### config.mk
export PLATFORM = sky130hd
export DESIGN_NAME = logic_pipe_unit_flat
export DESIGN_NICKNAME = d
export VERILOG_FILES = /design/src/rtl/logic_pipe_unit_if.sv /design/src/rtl/logic_pipe_unit.sv /design/src/flat_wrapper.sv
export SDC_FILE = /design/constraint.sdc
export NUM_CORES = 1
export LEC_CHECK = 0
export BUFFER_PORTS_ARGS = -buffer_cell sky130_fd_sc_hd__buf_2
export CAP_MARGIN = 40
export CORE_ASPECT_RATIO = 1.5
export CORE_MARGIN = 5
export CORE_UTILIZATION = 50
export DETAILED_ROUTE_END_ITERATION = 8
export GPL_TIMING_DRIVEN = 1
export PLACE_DENSITY = 0.7
export SLEW_MARGIN = 10
export SYNTH_ARGS = -nofsm -noshare
export SYNTH_HDL_FRONTEND = slang
export SYNTH_SLANG_ARGS = --single-unit
### constraint.sdc
create_clock -name sys_clk -period 7 [get_ports sys_clk]
set_input_delay 1.4 -clock sys_clk [delete_from_list [all_inputs] [get_ports sys_clk]]
set_output_delay 1.4 -clock sys_clk [all_outputs]
set_load 0.02 [all_outputs]
### src/rtl/logic_pipe_unit_if.sv
`default_nettype none
// ============================================================================
// Module   : logic_pipe_unit_if
// Brief    : Stream-in / stream-out bundle for the pipelined logic unit.
// Revision : 1.0 - initial release
// ============================================================================
interface logic_pipe_unit_if #(
    parameter int DATA_W = 8,
    parameter int CNT_W  = 16
);
    localparam int ONES_W = $clog2(DATA_W + 1);

    logic              pi_valid;
    logic              po_ready;
    logic [2:0]        pi_op;
    logic              pi_acc_mode;
    logic              pi_acc_clr;
    logic [DATA_W-1:0] pi_a;
    logic [DATA_W-1:0] pi_b;
    logic              po_valid;
    logic              pi_ready;
    logic [DATA_W-1:0] po_res;
    logic              po_zero;
    logic [ONES_W-1:0] po_ones;
    logic              po_parity;
    logic [CNT_W-1:0]  po_cnt;
    logic [DATA_W-1:0] po_acc;

    // master drives transactions in and consumes results; slave is the unit
    modport master (
        output pi_valid, pi_op, pi_acc_mode, pi_acc_clr, pi_a, pi_b, pi_ready,
        input  po_ready, po_valid, po_res, po_zero, po_ones, po_parity, po_cnt, po_acc
    );

    modport slave (
        input  pi_valid, pi_op, pi_acc_mode, pi_acc_clr, pi_a, pi_b, pi_ready,
        output po_ready, po_valid, po_res, po_zero, po_ones, po_parity, po_cnt, po_acc
    );
endinterface
`default_nettype wire

### src/rtl/logic_pipe_unit.sv
`default_nettype none
// ============================================================================
// Module   : logic_pipe_unit
// Brief    : Two-stage valid/ready bitwise logic unit with accumulator,
//            result flags and accepted-transaction counter.
// Revision : 1.0 - initial release
// ============================================================================
module logic_pipe_unit #(
    parameter int DATA_W = 8,
    parameter int CNT_W  = 16
) (
    input  wire logic        sys_clk,
    input  wire logic        sys_rst,
    logic_pipe_unit_if.slave bus
);
    localparam int ONES_W = $clog2(DATA_W + 1);

    localparam logic [2:0] c_OP_AND  = 3'd0;
    localparam logic [2:0] c_OP_OR   = 3'd1;
    localparam logic [2:0] c_OP_NAND = 3'd2;
    localparam logic [2:0] c_OP_NOR  = 3'd3;
    localparam logic [2:0] c_OP_XOR  = 3'd4;
    localparam logic [2:0] c_OP_XNOR = 3'd5;
    localparam logic [2:0] c_OP_NOTA = 3'd6;
    localparam logic [2:0] c_OP_PASS = 3'd7;

    logic              r_s1_valid;
    logic [DATA_W-1:0] r_s1_res;
    logic              r_s2_valid;
    logic [DATA_W-1:0] r_res;
    logic              r_zero;
    logic [ONES_W-1:0] r_ones;
    logic              r_parity;
    logic [CNT_W-1:0]  r_cnt;
    logic [DATA_W-1:0] r_acc;

    logic              w_s2_adv;
    logic              w_ready;
    logic              w_accept;
    logic [DATA_W-1:0] w_acc_eff;
    logic [DATA_W-1:0] w_b;
    logic [DATA_W-1:0] w_op_res;
    logic [ONES_W-1:0] w_ones;

    assign w_s2_adv = !r_s2_valid || bus.pi_ready;
    // Purely combinational so a downstream ready propagates in the same cycle
    assign w_ready  = !r_s1_valid || w_s2_adv;
    assign w_accept = bus.pi_valid && w_ready;

    // A clear arriving with an acc-mode transaction makes that operand zero
    assign w_acc_eff = bus.pi_acc_clr ? '0 : r_acc;
    assign w_b       = bus.pi_acc_mode ? w_acc_eff : bus.pi_b;

    always_comb begin
        w_op_res = '0;
        case (bus.pi_op)
            c_OP_AND:  w_op_res = bus.pi_a & w_b;
            c_OP_OR:   w_op_res = bus.pi_a | w_b;
            c_OP_NAND: w_op_res = ~(bus.pi_a & w_b);
            c_OP_NOR:  w_op_res = ~(bus.pi_a | w_b);
            c_OP_XOR:  w_op_res = bus.pi_a ^ w_b;
            c_OP_XNOR: w_op_res = ~(bus.pi_a ^ w_b);
            c_OP_NOTA: w_op_res = ~bus.pi_a;
            c_OP_PASS: w_op_res = bus.pi_a;
        endcase
    end

    always_comb begin
        w_ones = '0;
        for (int i = 0; i < DATA_W; i++) begin
            w_ones = w_ones + ONES_W'(r_s1_res[i]);
        end
    end

    always_ff @(posedge sys_clk) begin
        if (sys_rst) begin
            r_s1_valid <= 1'b0;
            r_s1_res   <= '0;
            r_s2_valid <= 1'b0;
            r_res      <= '0;
            r_zero     <= 1'b0;
            r_ones     <= '0;
            r_parity   <= 1'b0;
            r_cnt      <= '0;
            r_acc      <= '0;
        end else begin
            if (w_accept) begin
                r_s1_res   <= w_op_res;
                r_s1_valid <= 1'b1;
                r_acc      <= w_op_res;
                r_cnt      <= r_cnt + 1'b1;
            end else begin
                if (w_s2_adv) begin
                    r_s1_valid <= 1'b0;
                end
                if (bus.pi_acc_clr) begin
                    r_acc <= '0;
                end
            end

            // Result and flags only change when stage 2 advances, so they hold under stall
            if (w_s2_adv) begin
                if (r_s1_valid) begin
                    r_res      <= r_s1_res;
                    r_zero     <= (r_s1_res == '0);
                    r_ones     <= w_ones;
                    r_parity   <= ^r_s1_res;
                    r_s2_valid <= 1'b1;
                end else begin
                    r_s2_valid <= 1'b0;
                end
            end
        end
    end

    assign bus.po_ready  = w_ready;
    assign bus.po_valid  = r_s2_valid;
    assign bus.po_res    = r_res;
    assign bus.po_zero   = r_zero;
    assign bus.po_ones   = r_ones;
    assign bus.po_parity = r_parity;
    assign bus.po_cnt    = r_cnt;
    assign bus.po_acc    = r_acc;
endmodule
`default_nettype wire
### src/flat_wrapper.sv
// flat-port wrapper written by rule: the top's interface ports become plain ports
module logic_pipe_unit_flat 
#(
    parameter int DATA_W = 8,
    parameter int CNT_W  = 16
)
  (sys_clk, sys_rst, bus_pi_valid, bus_pi_op, bus_pi_acc_mode, bus_pi_acc_clr, bus_pi_a, bus_pi_b, bus_pi_ready, bus_po_ready, bus_po_valid, bus_po_res, bus_po_zero, bus_po_ones, bus_po_parity, bus_po_cnt, bus_po_acc);
  logic_pipe_unit_if #(.DATA_W(DATA_W), .CNT_W(CNT_W)) bus_i ();
  input  wire logic sys_clk;
  input  wire logic sys_rst;
  input wire logic [$bits(bus_i.pi_valid)-1:0] bus_pi_valid;
  input wire logic [$bits(bus_i.pi_op)-1:0] bus_pi_op;
  input wire logic [$bits(bus_i.pi_acc_mode)-1:0] bus_pi_acc_mode;
  input wire logic [$bits(bus_i.pi_acc_clr)-1:0] bus_pi_acc_clr;
  input wire logic [$bits(bus_i.pi_a)-1:0] bus_pi_a;
  input wire logic [$bits(bus_i.pi_b)-1:0] bus_pi_b;
  input wire logic [$bits(bus_i.pi_ready)-1:0] bus_pi_ready;
  output wire logic [$bits(bus_i.po_ready)-1:0] bus_po_ready;
  output wire logic [$bits(bus_i.po_valid)-1:0] bus_po_valid;
  output wire logic [$bits(bus_i.po_res)-1:0] bus_po_res;
  output wire logic [$bits(bus_i.po_zero)-1:0] bus_po_zero;
  output wire logic [$bits(bus_i.po_ones)-1:0] bus_po_ones;
  output wire logic [$bits(bus_i.po_parity)-1:0] bus_po_parity;
  output wire logic [$bits(bus_i.po_cnt)-1:0] bus_po_cnt;
  output wire logic [$bits(bus_i.po_acc)-1:0] bus_po_acc;
  assign bus_i.pi_valid = bus_pi_valid;
  assign bus_i.pi_op = bus_pi_op;
  assign bus_i.pi_acc_mode = bus_pi_acc_mode;
  assign bus_i.pi_acc_clr = bus_pi_acc_clr;
  assign bus_i.pi_a = bus_pi_a;
  assign bus_i.pi_b = bus_pi_b;
  assign bus_i.pi_ready = bus_pi_ready;
  assign bus_po_ready = bus_i.po_ready;
  assign bus_po_valid = bus_i.po_valid;
  assign bus_po_res = bus_i.po_res;
  assign bus_po_zero = bus_i.po_zero;
  assign bus_po_ones = bus_i.po_ones;
  assign bus_po_parity = bus_i.po_parity;
  assign bus_po_cnt = bus_i.po_cnt;
  assign bus_po_acc = bus_i.po_acc;
  logic_pipe_unit #(.DATA_W(DATA_W), .CNT_W(CNT_W)) u_core (.sys_clk(sys_clk), .sys_rst(sys_rst), .bus(bus_i));
endmodule
# Word level (Yosys, flattened, before mapping)
# Cells that the tools add are included.
dict set report op_classes {
  n_addsub 8
  multipliers 0
  div_mod_pow 0
  magnitude_cmp 0
  n_eq_ne 7
  shift 0
  muxes 7
  bitwise_logic 7
  reduce_logical 10
}
# operator n
set ops {}
lappend ops {{8-bit case mux with 8 select lines} 1}
lappend ops {{8-bit inverter} 4}
lappend ops {{4-bit by 1-bit adder with 4-bit output} 6}
lappend ops {{8-bit 2-to-1 mux} 3}
lappend ops {{16-bit by 1-bit adder with 16-bit output, second input constant} 1}
lappend ops {{3-bit == test, second input constant} 4}
lappend ops {{8-bit AND} 1}
lappend ops {{8-bit logical NOT} 1}
lappend ops {{8-bit bitwise OR} 1}
lappend ops {{8-bit parity} 1}
lappend ops {{8-bit bitwise XOR} 1}
lappend ops {{3-bit by 2-bit == test with 1-bit output, second input constant} 2}
lappend ops {{3-bit by 1-bit == test with 1-bit output, second input constant} 1}
lappend ops {{3-bit logical NOT} 1}
lappend ops {{1-bit 2-to-1 mux} 3}
lappend ops {{1-bit by 1-bit adder with 2-bit output} 1}
lappend ops {{1-bit logical NOT} 2}
lappend ops {{1-bit logical OR} 2}
lappend ops {{2-bit AND reduction} 1}
lappend ops {{2-bit nonzero test} 1}
lappend ops {{1-bit logical AND} 1}
dict set report word_totals {
  regBits 48
  latchBits 0
  mem_bits_rw 0
  romBits 0
  input_bits 25
  output_inout_bits 40
  word_cells 48
  mem_count 0
}

# Logic depth before layout (Yosys ltp)
# Gate-level depths: netlist of run 1.
dict set report logic_depth {
  ltp_word 7
  mapped_depth 11
  depth_no_buf 11
}

# Worst setup path before layout of run 1
# Ideal clock, no wire load.
dict set report synth_timing {
  path_kind {in2out}
  start {input bus_pi_ready}
  end {output bus_po_ready}
  arrival_time_ns 1.821
  setup_slack_ns 3.779
  stages 3
  cell_sequence {and3b_1 > buf_2 > inv_6}
}
dict set report synth_via {
  elab_chain_len 2
}
# element line
set synth_lines {}
lappend synth_lines {{start, declared} flat_wrapper.sv:17} ;# input wire logic [$bits(bus_i.pi_ready)-1:0] bus_pi_ready;
lappend synth_lines {{1-bit logical OR} logic_pipe_unit.sv:45} ;# assign w_s2_adv = !r_s2_valid || bus.pi_ready;
lappend synth_lines {{1-bit logical OR} logic_pipe_unit.sv:47} ;# assign w_ready = !r_s1_valid || w_s2_adv;
lappend synth_lines {{end, declared} flat_wrapper.sv:18} ;# output wire logic [$bits(bus_i.po_ready)-1:0] bus_po_ready;
# No other way between the ends.

# Worst setup path in the final report of run 1
# Ends and elaborated chain as after synthesis.

==> results.json, run 1 <==
{
  "powerDensity_mw_per_mm2": 184.1,
  "synth_top_area_share_pct": 31.80,
  "worstHoldStart": "u_core.bus.po_ones[3]",
  "cp-start-kind": "input port",
  "power_frac_seq_pct": 46.4,
  "yosys.area_share.simple_pct": 21.20,
  "slew_headroom_pct": 57.71,
  "synth_top_family_by_area": "simple AND/OR/NAND/NOR gates",
  "grt_max_degree": 35,
  "cts_root_buffer": "clkbuf_8",
  "period_minus_slack_ps": 3547,
  "clock-sinks": 48,
  "cpMostUsedCell": "buf_2",
  "dp_cells": 482,
  "drive_gt1_share_pct": 22.97,
  "fin_skew_ps": 6.177,
  "ys_types": 40,
  "syn_nets": 418,
  "hold_violations": 0,
  "cp.depth": 4,
  "cp.required_ps": 5600,
  "routedWlPerCell_um": 13.29,
  "syn_avg_cell_area_um2": 8.278,
  "grt_pass1_vias": 2498,
  "vias": 2656,
  "synth-compound-area-share_pct": 14.82,
  "layout.nets": 470,
  "vias_per_cell": 5.420,
  "startpoint": "bus_pi_ready",
  "cts_resized": 0,
  "power.internal_mw": 0.4567,
  "setup_tns_ps": 0,
  "syn-cell-area_mm2": 0.003022,
  "slew_violations": 0,
  "drt_first_iter_violations": 91,
  "std_cell_rows": 34,
  "cts_buffer_depth": 2,
  "r2r_cells": 10,
  "synth_seq_cells": 48,
  "dr.pass1.iters": 4,
  "start_util_pct": 51.85,
  "outcome": "finished, final reports clean",
  "cts_buffers": 5,
  "critPathBufInv": 3,
  "p_sw_mw": 0.1796,
  "p_leak_nw": 1.534,
  "clkPwrFrac_pct": 30.5,
  "gr-total-overflow": 0,
  "ant_nets": 0,
  "grt_pass1_wl_mm": 10.86,
  "synth-edff-count": 0,
  "crit_type": "in2out",
  "crit_family": "simple AND/OR/NAND/NOR gates",
  "synthMuxAreaShare_pct": 9.110,
  "clock_latency_ps": 300,
  "synth_area_leader_cell": "dfxtp_1",
  "antenna_found_initial": 0,
  "end_kind": "primary output",
  "ys_warn_count": 0,
  "peakVddDrop_uv": 94.00,
  "seq_area_frac_synth_pct": 31.80,
  "track_usage_pct": 17.11,
  "dpl.hpwl_mm": 5.162,
  "die_w_um": 73.48,
  "io_buffers": 64,
  "hold_path.class": "reg2reg",
  "area_delta_synth_final_pct": 14.41,
  "path_max_fanout": 10,
  "post-route-period-util_pct": 50.68,
  "cap_viol_max_count": 0,
  "slowest_stage": "and3b_1",
  "cp.arrival_ps": 2150,
  "drc": 0,
  "clkTransAtPathRegs_ps": 80,
  "synth_xor_area_share_pct": 3.478,
  "io_pins": 65,
  "synth_cells": 365,
  "setup-violations-final": 0,
  "routed_wl_mm": 6.510,
  "p_comb_share_pct": 23.0,
  "p_sw_share_pct": 28.22,
  "cts_tree": "yes",
  "worst_pin_slew_ps": 634.4,
  "postCtsHoldBufs": 0,
  "synth_area_leaders": "dfxtp_1 32%, ha_1 9.9%, mux2_2 7.5%",
  "synth_fa_ha_area_share_pct": 12.59,
  "r2r_start": "u_core.r_s1_res[0]",
  "hold_path_depth": 2,
  "slowest_delay_ps": 380,
  "instances_no_fill": 490,
  "core_mm2": 0.005828,
  "chipHeight_um": 105.2,
  "die-area_mm2": 0.007730,
  "cts-htree-levels": 2,
  "antenna_cells": 0,
  "max_freq_mhz": 281.9,
  "yosys_most_used_dff": "dfxtp_1",
  "rsz0062_at_grt": "false",
  "place.gp.congestion": 0.8463,
  "path_cells": "buf_2 > and3b_1 > inv_6 > buf_2",
  "postCtsSetupRepairBufs": 0,
  "synthArstFlopShare_pct": 0
}
kinds of logic (layout without fill, tap and decap cells):
| family | Yosys count | in the layout |
|---|---|---|
| AO/OA/AOI/OAI | 72 | 72 |
| XOR/XNOR | 12 | 12 |
| adder cells (fa/ha/maj) | 28 | 28 |
| buffers and inverters | 51 | 104 |
| flip-flops | 48 | 48 |
| multiplexers | 25 | 25 |
| AND/OR/NAND/NOR | 129 | 129 |
worst paths after layout:
path                                         endpoint  slack, ps
worst min-delay path            u_core.bus.po_ones[3]        460
worst min register to register  u_core.bus.po_ones[3]        460
worst max-delay path                     bus_po_ready       3450
worst max register to register  u_core.bus.po_ones[2]       3920
per-layer routing:
metal | GRT usage [%] | wire length, µm | vias up
met5 | 0 | 0 | -
met4 | 6.606 | 138 | 0
met3 | 2.476 | 271 | 8
met2 | 31.66 | 3428 | 47
met1 | 18.90 | 2672 | 1242
li1 | - | - | 1359
final cells by class:
class | count | area, µm²
clock buffers | 6 | 72.57
clock inverters | 2 | 35.03
fillers | 560 | 2371
inverters | 31 | 121.4
multi-input cells | 266 | 1849
flip-flops and latches | 48 | 960.9
well taps | 72 | 90.09
repair buffers | 65 | 327.8
power by group through the flow:
| stage | logic (mW) | clock network, mW | registers [mW] |
|---|---|---|---|
| after floorplan | 0.0972 | 0 | 0.311 |
| after global placement | 0.141 | 0 | 0.302 |
| after detailed placement | 0.148 | 0 | 0.302 |
| after CTS | 0.148 | 0.199 | 0.296 |
| after global routing | 0.165 | 0.210 | 0.297 |
| final | 0.146 | 0.194 | 0.295 |
metrics by stage:
stage	utilization, %	setup WS, ps	hold WS, ps	area, µm²	power [mW]
floorplan	-	3779	443.1	3022	0.4082
global placement	57.34	3461	439.8	3342	0.4430
detailed placement	57.47	3455	448.9	3349	0.4496
CTS	59.32	3451	459.1	3457	0.6433
global route	59.32	3414	486.0	3457	0.6728
finish	59.32	3453	455.3	3457	0.6363
cells in the mapped netlist (8+ instances only):
cell      number
nand2_1       52
dfxtp_1       48
inv_1         30
a21oi_1       25
ha_1          24
mux2_2        20
o21ai_0       20
nor2_1        18
clkbuf_1      12
nor2b_1       12
nand3_1        9
nor3_1         8
flip-flops by register name, indices dropped and copies added, names as in the netlist:
name,cells
u_core.bus.po_zero,1
u_core.r_s1_valid,1
u_core.r_s1_res,8
u_core.bus.po_parity,1
u_core.bus.po_acc,8
u_core.bus.po_cnt,16
u_core.bus.po_res,8
u_core.bus.po_valid,1
u_core.bus.po_ones,4
placed cells by master (no fill, tap or decap), drive strengths merged:
| cell | synthesis | final |
|---|---|---|
| a22oi | 1 | 1 |
| nand4 | 4 | 4 |
| ha | 24 | 24 |
| mux2i | 5 | 5 |
| or3 | 4 | 4 |
| o2bb2ai | 3 | 3 |
| o211ai | 6 | 6 |
| a221o | 3 | 3 |
| and3b | 1 | 1 |
| a211oi | 3 | 3 |
| a2bb2oi | 4 | 4 |
| xor2 | 6 | 6 |
| xnor2 | 6 | 6 |
| nand2b | 6 | 6 |
| mux2 | 20 | 20 |
| nand2 | 53 | 53 |
| bufinv | 0 | 1 |
| or4 | 4 | 4 |
| o31ai | 4 | 4 |
| and3 | 3 | 3 |
| inv | 31 | 31 |
| buf | 8 | 65 |
| dfxtp | 48 | 48 |
| nor3 | 8 | 8 |
| o21ai | 20 | 20 |
| a221oi | 3 | 3 |
| nand3 | 9 | 9 |
| nor3b | 2 | 2 |
| nor2 | 18 | 18 |
| and2 | 2 | 2 |
| clkinv | 0 | 1 |
| fa | 4 | 4 |
| nor2b | 12 | 12 |
| and4 | 3 | 3 |
| a21oi | 25 | 25 |
| clkbuf | 12 | 6 |
worst min-delay path, delay by kind of cell (launching register included):
| family | cells | cell delay, ps |
|---|---|---|
| simple gates | 1 | 50 |
| compound gates | 1 | 50 |
| flops | 1 | 310 |
(Power assumes the default switching activity.)
==> inputs of run 2 (changes only) <==
==> constraint.sdc (replaced) <==
create_clock -name sys_clk -period 3.46 [get_ports sys_clk]
set_input_delay 0.692 -clock sys_clk [delete_from_list [all_inputs] [get_ports sys_clk]]
set_output_delay 0.692 -clock sys_clk [all_outputs]
set_load 0.02 [all_outputs]
==> run 2 against run 1 <==
- die area is the same
- via count shrank 0.41%
- critical endpoint is now u_core.bus.po_ones[2]
- routed wire length grew 2.3%
- cell count shrank 0.20%
- critical path depth grew 6
- clock skew shrank 2.5 ps
- worst setup slack lost 3000 ps
- power grew 95%
==> results.json, run 2 (same netlist as run 1, synthesis figures left out) <==
{
  "postCtsHoldBufs": 0,
  "p_leak_nw": 1.529,
  "utilization_pct": 59.12,
  "period_minus_slack_ps": 3006,
  "p_comb_share_pct": 23.9,
  "chipHeight_um": 105.2,
  "path_max_fanout": 4,
  "vias": 2645,
  "wl_met2_mm": 3.589,
  "dp_cells": 482,
  "cp.required_ps": 3680,
  "m1WireLength_mm": 2.638,
  "slew_violations": 0,
  "mostFrequentLayoutCells": "64 x buf_2, 52 x nand2_1, 48 x dfxtp_1, 30 x inv_1, 25 x a21oi_1",
  "cts_buffer_depth": 2,
  "setup_tns_ps": 0,
  "rsz0062_at_grt": "false",
  "die_w_um": 73.48,
  "fillers": 556,
  "clkTransAtPathRegs_ps": 80,
  "largest_reg_flops": 16,
  "io_buffers": 64,
  "area_delta_synth_final_pct": 14.04,
  "drt_first_iter_violations": 108,
  "antenna_cells": 0,
  "antenna_found_initial": 0,
  "dr.pass1.iters": 7,
  "worst_pin_slew_ps": 618.4,
  "power_frac_seq_pct": 48.1,
  "cap_viol_max_count": 0,
  "crit_type": "reg2reg",
  "ant_nets": 0,
  "slew_headroom_pct": 58.77,
  "timing.final.ws_setup_ps": 454.0,
  "peakVddDrop_uv": 188.3,
  "outcome": "finished, final reports clean",
  "cts_root_buffer": "clkbuf_8",
  "power.internal_mw": 0.8873,
  "routed.top_layer": "met4",
  "start_util_pct": 51.85,
  "max_freq_mhz": 332.7,
  "std_cell_rows": 34,
  "cts_resized": 0,
  "die-area_mm2": 0.007730,
  "hold_ws_ps": 452.8,
  "layout.nets": 470,
  "core_mm2": 0.005828,
  "cp.arrival_ps": 3230,
  "routed_wl_mm": 6.661,
  "drive_gt1_share_pct": 23.02,
  "end_kind": "flop",
  "setup-violations-final": 0,
  "postCtsSetupRepairBufs": 0,
  "clock-sinks": 48,
  "place_ws_ps": 488.3,
  "dpl.hpwl_mm": 5.271,
  "cts_tree": "yes",
  "clock_latency_ps": 300,
  "drc": 0,
  "gr-total-overflow": 0,
  "cp-start-kind": "flop",
  "hold_violations": 0,
  "routedWlPerCell_um": 13.62,
  "io_pins": 65,
  "hold_path.class": "reg2reg",
  "grt_max_degree": 35,
  "powerDensity_mw_per_mm2": 360.4,
  "vias_per_cell": 5.409,
  "cts-htree-levels": 2,
  "instances_no_fill": 489,
  "post-route-period-util_pct": 86.88,
  "cts_buffers": 5,
  "p_sw_share_pct": 28.56,
  "place.gp.congestion": 0.8444,
  "track_usage_pct": 18.14,
  "fin_skew_ps": 3.688,
  "clkPwrFrac_pct": 28.0,
  "p_sw_mw": 0.3547,
  "met3WireLength_um": 314,
  "final_common_cell": "buf_2",
  "grt_pass1_wl_mm": 11.36,
  "grt_pass1_vias": 2576
}
run 2: changes by cell type in the layout (fill, tap and decap cells not counted):
cell / change
clkbuf_1: -1
clkinv_2: -1
bufinv_16: -1
clkbuf_8: +2
run 2: metal layers:
layer  vias to the layer above  GRT usage, %
met1                      1230         20.19
li1                       1348             -
met4                         0         7.772
met2                        61         32.74
met5                         -             0
met3                         6         3.048
run 2: worst paths after layout:
kind                             start                    end  slack, ps  depth (start not counted)
setup / recovery    u_core.r_s1_res[0]  u_core.bus.po_ones[2]        450                         10
hold / removal    u_core.bus.po_res[4]   u_core.bus.po_res[4]        450                          2
setup reg to reg    u_core.r_s1_res[0]  u_core.bus.po_ones[2]        450                         10
hold reg to reg   u_core.bus.po_res[4]   u_core.bus.po_res[4]        450                          2
run 2: area by class of cell:
type | instances | area, µm² | area share (%)
Tap cell | 72 | 90.09 | 2.614
Timing Repair Buffer | 65 | 327.8 | 9.513
Inverter | 31 | 121.4 | 3.522
Multi-Input combinational cell | 266 | 1849 | 53.67
Sequential cell | 48 | 960.9 | 27.89
Clock buffer | 7 | 96.34 | 2.796
run 2: power groups by stage:
stage / logic [mW] / registers, mW / clock network, mW
detailed placement: 0.298 / 0.610 / 0
finish: 0.297 / 0.597 / 0.348
CTS: 0.299 / 0.598 / 0.359
floorplan: 0.197 / 0.629 / 0
global route: 0.340 / 0.601 / 0.374
global placement: 0.287 / 0.609 / 0
run 2: critical path, stage by stage, from the launching register on:
cell and delay, ps:
dfxtp_1 390, inv_1 60, ha_1 310, inv_1 60, fa_1 490, fa_1 430, fa_1 420, fa_1 390
xnor2_1 160, nand2_1 70, a21oi_1 160
run 2: stage by stage:
stage                     power [mW]  instance area (µm²)
final                          1.242                 3446
after detailed placement      0.9086                 3349
after floorplan               0.8258                 3022
after CTS                      1.256                 3446
after global placement        0.8963                 3349
after global routing           1.314                 3446
